===== src/rtl/program_loader_if.sv =====
// Boot loader bus bundle: byte stream into the loader (valid/ready) and the
// instruction-memory write port out of it.
//   inValid/inByte   : stream source -> loader
//   inReady          : loader -> stream source
//   imemWriteEnable  : one-cycle write strobe per assembled word
//   imemAddr         : word-aligned byte address of the write
//   imemWriteData    : assembled big-endian instruction word
// master = loader side, slave = stream source / instruction memory side.
interface program_loader_if;
  logic        inValid;
  logic [7:0]  inByte;
  logic        inReady;
  logic        imemWriteEnable;
  logic [31:0] imemAddr;
  logic [31:0] imemWriteData;

  modport master (
    input  inValid, inByte,
    output inReady, imemWriteEnable, imemAddr, imemWriteData
  );

  modport slave (
    output inValid, inByte,
    input  inReady, imemWriteEnable, imemAddr, imemWriteData
  );
endinterface


===== src/rtl/program_loader.sv =====
// Boot-time instruction-memory writer. Receives a framed byte stream
// (LEN_HI, LEN_LO, 4*N data bytes MSB first, XOR checksum of data bytes),
// writes each assembled word to consecutive addresses from BASE_ADDR and
// releases the CPU only after the checksum matches.
//   clock      : system clock, rising edge
//   resetN     : asynchronous active-low reset
//   start      : load request pulse, honoured in IDLE, DONE and ERR
//   bus        : stream in / imem write out (program_loader_if.master)
//   cpuHold    : freezes the CPU PC while high
//   done       : last load completed with matching checksum
//   error      : last load aborted (bad length or checksum)
//   wordCount  : word count of the last successful load
//
// state   | meaning
// --------+------------------------------------------------------
// IDLE    | after reset, waiting for start
// LEN_HI  | waiting for word-count high byte
// LEN_LO  | waiting for word-count low byte, length is judged here
// DATA    | shifting data bytes into the word register
// WRITE   | single cycle with the imem write strobe high
// CHECK   | waiting for the checksum byte
// DONE    | load good, CPU released
// ERR     | load aborted, CPU held, written words left in place
module program_loader #(
  parameter logic [31:0] BASE_ADDR = 32'h0000_0000,
  parameter int unsigned MAX_WORDS = 256
) (
  input  logic             clock,
  input  logic             resetN,
  input  logic             start,
  program_loader_if.master bus,
  output logic             cpuHold,
  output logic             done,
  output logic             error,
  output logic [15:0]      wordCount
);

  typedef enum logic [2:0] {
    S_IDLE, S_LEN_HI, S_LEN_LO, S_DATA, S_WRITE, S_CHECK, S_DONE, S_ERR
  } state_t;

  // One extra bit so a MAX_WORDS of 65535 or more still compares cleanly.
  localparam logic [16:0] MAX_W = 17'(MAX_WORDS);

  state_t      state_q, state_d;
  logic [15:0] len_q, len_d;
  logic [15:0] word_idx_q, word_idx_d;
  logic [15:0] wcount_q, wcount_d;
  logic [1:0]  byte_idx_q, byte_idx_d;
  logic [7:0]  chk_q, chk_d;
  logic [31:0] word_q, word_d;
  logic [31:0] addr_q, addr_d;
  logic [31:0] wdata_q, wdata_d;
  logic        we_q, we_d;
  logic        hold_q, hold_d;
  logic        done_q, done_d;
  logic        error_q, error_d;

  logic        accept;
  logic [15:0] len_full;
  logic [15:0] idx_next;

  assign bus.inReady = (state_q == S_LEN_HI) || (state_q == S_LEN_LO) ||
                       (state_q == S_DATA)   || (state_q == S_CHECK);
  assign accept   = bus.inValid && bus.inReady;
  assign len_full = {len_q[15:8], bus.inByte};
  assign idx_next = word_idx_q + 16'd1;

  always_ff @(posedge clock or negedge resetN) begin
    if (!resetN) begin
      state_q    <= S_IDLE;
      len_q      <= '0;
      word_idx_q <= '0;
      wcount_q   <= '0;
      byte_idx_q <= '0;
      chk_q      <= '0;
      word_q     <= '0;
      addr_q     <= '0;
      wdata_q    <= '0;
      we_q       <= 1'b0;
      hold_q     <= 1'b1;
      done_q     <= 1'b0;
      error_q    <= 1'b0;
    end else begin
      state_q    <= state_d;
      len_q      <= len_d;
      word_idx_q <= word_idx_d;
      wcount_q   <= wcount_d;
      byte_idx_q <= byte_idx_d;
      chk_q      <= chk_d;
      word_q     <= word_d;
      addr_q     <= addr_d;
      wdata_q    <= wdata_d;
      we_q       <= we_d;
      hold_q     <= hold_d;
      done_q     <= done_d;
      error_q    <= error_d;
    end
  end

  // Outputs are registered: each one is set on the transition into the
  // state that owns it, so it is valid for the whole of that state.
  always_comb begin
    state_d    = state_q;
    len_d      = len_q;
    word_idx_d = word_idx_q;
    wcount_d   = wcount_q;
    byte_idx_d = byte_idx_q;
    chk_d      = chk_q;
    word_d     = word_q;
    addr_d     = addr_q;
    wdata_d    = wdata_q;
    we_d       = 1'b0;
    hold_d     = hold_q;
    done_d     = done_q;
    error_d    = error_q;

    case (state_q)
      S_IDLE: begin
        if (start) state_d = S_LEN_HI;
      end
      S_LEN_HI: begin
        if (accept) begin
          len_d   = {bus.inByte, len_q[7:0]};
          state_d = S_LEN_LO;
        end
      end
      S_LEN_LO: begin
        if (accept) begin
          len_d      = len_full;
          byte_idx_d = '0;
          word_idx_d = '0;
          chk_d      = '0;
          if ({1'b0, len_full} > MAX_W) begin
            state_d = S_ERR;
            error_d = 1'b1;
            hold_d  = 1'b1;
            done_d  = 1'b0;
          end else if (len_full == 16'd0) begin
            state_d = S_CHECK;
          end else begin
            state_d = S_DATA;
          end
        end
      end
      S_DATA: begin
        if (accept) begin
          word_d = {word_q[23:0], bus.inByte};
          chk_d  = chk_q ^ bus.inByte;
          if (byte_idx_q == 2'd3) begin
            byte_idx_d = '0;
            state_d    = S_WRITE;
            we_d       = 1'b1;
            addr_d     = BASE_ADDR + {14'd0, word_idx_q, 2'b00};
            wdata_d    = word_d;
          end else begin
            byte_idx_d = byte_idx_q + 2'd1;
          end
        end
      end
      S_WRITE: begin
        word_idx_d = idx_next;
        state_d    = (idx_next == len_q) ? S_CHECK : S_DATA;
      end
      S_CHECK: begin
        if (accept) begin
          if (bus.inByte == chk_q) begin
            state_d  = S_DONE;
            done_d   = 1'b1;
            hold_d   = 1'b0;
            wcount_d = len_q;
          end else begin
            state_d = S_ERR;
            error_d = 1'b1;
            hold_d  = 1'b1;
            done_d  = 1'b0;
          end
        end
      end
      S_DONE, S_ERR: begin
        if (start) begin
          state_d = S_LEN_HI;
          done_d  = 1'b0;
          error_d = 1'b0;
          hold_d  = 1'b1;
        end
      end
      default: state_d = S_IDLE;
    endcase
  end

  assign bus.imemWriteEnable = we_q;
  assign bus.imemAddr        = addr_q;
  assign bus.imemWriteData   = wdata_q;
  assign cpuHold             = hold_q;
  assign done                = done_q;
  assign error               = error_q;
  assign wordCount           = wcount_q;

endmodule


===== src/flat_wrapper.sv =====
// flat-port wrapper written by rule: the top's interface ports become plain ports
module program_loader_flat 
#(
  parameter logic [31:0] BASE_ADDR = 32'h0000_0000,
  parameter int unsigned MAX_WORDS = 256
)
  (clock, resetN, start, cpuHold, done, error, wordCount, bus_inValid, bus_inByte, bus_inReady, bus_imemWriteEnable, bus_imemAddr, bus_imemWriteData);
  program_loader_if bus_i ();
  input  logic clock;
  input  logic resetN;
  input  logic start;
  output logic cpuHold;
  output logic done;
  output logic error;
  output logic [15:0] wordCount;
  input wire logic [$bits(bus_i.inValid)-1:0] bus_inValid;
  input wire logic [$bits(bus_i.inByte)-1:0] bus_inByte;
  output wire logic [$bits(bus_i.inReady)-1:0] bus_inReady;
  output wire logic [$bits(bus_i.imemWriteEnable)-1:0] bus_imemWriteEnable;
  output wire logic [$bits(bus_i.imemAddr)-1:0] bus_imemAddr;
  output wire logic [$bits(bus_i.imemWriteData)-1:0] bus_imemWriteData;
  assign bus_i.inValid = bus_inValid;
  assign bus_i.inByte = bus_inByte;
  assign bus_inReady = bus_i.inReady;
  assign bus_imemWriteEnable = bus_i.imemWriteEnable;
  assign bus_imemAddr = bus_i.imemAddr;
  assign bus_imemWriteData = bus_i.imemWriteData;
  program_loader #(.BASE_ADDR(BASE_ADDR), .MAX_WORDS(MAX_WORDS)) u_core (.clock(clock), .resetN(resetN), .start(start), .bus(bus_i), .cpuHold(cpuHold), .done(done), .error(error), .wordCount(wordCount));
endmodule

===== config.mk =====
export PLATFORM = sky130hd
export DESIGN_NAME = program_loader_flat
export DESIGN_NICKNAME = d
export VERILOG_FILES = /design/src/rtl/program_loader_if.sv /design/src/rtl/program_loader.sv /design/src/flat_wrapper.sv
export SDC_FILE = /design/constraint.sdc
export NUM_CORES = 1
export LEC_CHECK = 0
export BUFFER_PORTS_ARGS = -buffer_cell sky130_fd_sc_hd__buf_2
export CORE_MARGIN = 2
export CORE_UTILIZATION = 61
export CTS_BUF_LIST = sky130_fd_sc_hd__clkbuf_16
export CTS_CLUSTER_DIAMETER = 120
export DETAILED_ROUTE_END_ITERATION = 10
export MAX_ROUTING_LAYER = met4
export PLACE_DENSITY = 0.9
export SYNTH_ARGS = -nofsm -noshare
export SYNTH_HDL_FRONTEND = slang
export SYNTH_SLANG_ARGS = --single-unit

===== constraint.sdc =====
create_clock -name clock -period 5.93 [get_ports clock]
set_input_delay 0.8895 -clock clock [delete_from_list [all_inputs] [get_ports clock]]
set_output_delay 0.8895 -clock clock [all_outputs]
set_load 0.05 [all_outputs]

==> reports/qor.csv <==
metric,value,unit
gr-usage-all-layers,0.281,
vias,4542,
finalSetupViolations,0,
ys_seq_area_frac,0.532,
drtIter0Drc,277,
final_core_util,0.716,
r2r_end,u_core.word_idx_q[8],
syn_inst,533,
cp_max_fo,21,
path_delay_family,simple AND/OR/NAND/NOR gates,
maxSlewViolCount,0,
gp_congestion,0.928,
cp-start-kind,flop,
clock-sinks,137,
use_met3,0.0644,
grt_pass1_wl,23900,um
cp.depth,5,
worstPathCellList,nand3b_1 > nor2_1 > nor2_1 > o21ai_0 > o41ai_1,
crit_end,u_core.word_idx_q[8],
cp.required,6.20,ns
dieWidth,107,um
initial_core_util,0.628,
p_sw,0.00186,W
die-area,0.0114,mm2
cts_resized,0,
cts_setup_buffers,0,
dieHeight,107,um
path_class,reg2reg,
ios,97,
async_flop_share,1.00,
cts_buffers,17,
worstRegToRegCells,5,
slowest_stage,nor2_1,
portBuffers,80,
grt_util_met2,0.453,
layout_common_cells,"dfrtp_1, mux2_2, buf_2, o21ai_0, nand2_1",
r2r_slack,2.76,ns
area_growth,14.1,%
netlist_area,0.00645,mm2
post-route-drc-count,0,
ys_warn_count,0,
grt-ovfl-total,0,
synth_edf_count,0,
cts_buffer_depth,2,
synth-seq-cells,137,
synth_top_cell_by_area,dfrtp_1,
p_clk_frac,0.224,
htreeDepth,4,
worstPathArrival,3.45,ns
synth_area_per_cell,12.1,um2
synth_top_flop_cell,dfrtp_1,
cts_hold_buf,0,
ys_types,62,
end_kind,flop,
critPathBufInv,0,
grt-busiest-layer,met2,
hold_viol_final,0,
setup_tns,0,ns
status,completed,
vdd_drop_max,0.327,mV
viasPerCell,6.04,
combPwrFrac,0.381,
antenna_found_initial,0,
tritoncts,built,
final_antenna_net_count,0,
fmax,0.315,GHz
cts_root_buf,clkbuf_16,
period_share,0.535,
fin_nets,617,
grt_max_degree,76,
hpwl,9260,um
tightest_slew,1.05,ns
coreArea,0.0103,mm2
fp-row-count,37,
met1_usage,0.343,
pwr-share-seq,0.395,
drive_gt1_frac,0.360,
yosys-top-cells-area,"dfrtp_1, mux2_2, o21ai_0, xnor2_1, buf_4",
firstDrtPassIters,5,
max_stage_delay,0.90,ns
crit_top_cell,nor2_1,
leakage,3.51,nW
routed_wl,14500,um
clk_pin_slew_worst_paths,0.06,ns
clk_latency,0.42,ns
period_needed,3.17,ns
crit_start,u_core.state_q[1],
hold_path.class,in2async,
rsz0062_at_grt,no,
reg2reg_from,u_core.state_q[1],
switching_share,0.424,
grt_pass1_vias,4629,
netlist.area_leader.share,0.528,
cap_violations,0,
wire_per_inst,19.3,um
fin_worst_skew,0.00717,ns
pwr_density_cell,594,mW/mm2
internal_power,0.00252,W
num-fill-cells,699,
num_antenna_cells,0,
layout_commonest_cell,dfrtp_1,
slew_headroom,0.297,
## state kept, by name (all words and copies together), names as in the netlist
name                        cells
u_core.cpuHold                  1
u_core.chk_q                    8
u_core.bus.imemWriteEnable      1
u_core.byte_idx_q               2
u_core.state_q                  3
u_core.done                     1
u_core.word_q                  24
u_core.bus.imemAddr            16
u_core.wordCount               16
u_core.bus.imemWriteData       32
u_core.len_q                   16
u_core.error                    1
u_core.word_idx_q              16
## worst register-to-register path: cells and delay by family, from the launching register on
kind | cells | cell delay (ns)
and+or+nand+nor | 3 | 1.94
DFF | 1 | 0.64
AOI/OAI and AO/OA | 2 | 0.45
## stage by stage
step / worst slack (ns) / cells / power (W) / instance area (um2) / hold WS [ns]
after detailed placement: 2.55 / 720 / 0.00335 / 6810 / 0.474
after global placement: 2.69 / 720 / 0.00325 / 6810 / 0.462
after CTS: 2.88 / 752 / 0.00437 / 7360 / 0.466
final: 2.76 / 752 / 0.00437 / 7360 / 0.450
after floorplan: 3.31 / 548 / 0.00298 / 6510 / 0.454
after global routing: 2.48 / 752 / 0.00459 / 7360 / 0.482
## worst min-delay path by stage
stage,endpoint,start,cells past startpoint,slack (ns)
2_1_floorplan,u_core.byte_idx_q[1],u_core.byte_idx_q[1],2,0.45
3_3_place_gp,u_core.bus.imemAddr[11],u_core.bus.imemAddr[11],2,0.46
3_5_place_dp,u_core.wordCount[9],u_core.wordCount[9],1,0.47
4_1_cts,u_core.bus.imemWriteData[4],resetN,1,0.47
5_1_grt,u_core.bus.imemWriteData[17],resetN,1,0.48
6_report,u_core.bus.imemWriteData[17],resetN,1,0.45
## logic make-up after synthesis
family / share of synthesized area
flip-flops: 0.532
adder cells (fa/ha/maj): 0.00388
AO/OA/AOI/OAI: 0.0805
buffers and inverters: 0.0496
AND/OR/NAND/NOR: 0.115
other: 0.000581
XOR/XNOR: 0.0394
multiplexers: 0.180
## power groups by stage
stage / Combinational, W / Sequential [W] / Clock (W)
finish: 0.00166 / 0.00172 / 0.000981
global route: 0.00178 / 0.00178 / 0.00103
global placement: 0.00157 / 0.00168 / 0
floorplan: 0.000942 / 0.00204 / 0
detailed placement: 0.00164 / 0.00171 / 0
CTS: 0.00167 / 0.00171 / 0.000989
## cell usage after synthesis (all sizes together), types with 3 or more instances
cell	number
nand2b	8
clkbuf	20
nor3b	7
dfrtp	136
nand3	9
inv	4
and3	7
nand2	34
xor2	9
xnor2	17
nor4	6
o41ai	6
buf	27
nor3	10
nand4	12
a22o	3
mux2	103
o21ai	38
nand3b	3
a21oi	11
nor2	14
nor2b	11
## routing by layer
metal  part of all wire  vias up
met3              0.065       42
li1                   -     2025
met4              0.028        0
met5                  0        -
met1               0.40     2244
met2               0.51      231
## area by class of cell
| cell class | count | area [um2] | share of cell area |
|---|---|---|---|
| clock buffer | 17 | 425 | 0.0578 |
| clock inverter | 15 | 128 | 0.0173 |
| inverter | 4 | 15.0 | 0.00204 |
| multi-input combinational | 360 | 2760 | 0.375 |
| sequential | 137 | 3430 | 0.466 |
| tap | 136 | 170 | 0.0231 |
| timing repair buffer | 83 | 429 | 0.0583 |
Note: power is estimated with default switching activity, not from simulation.
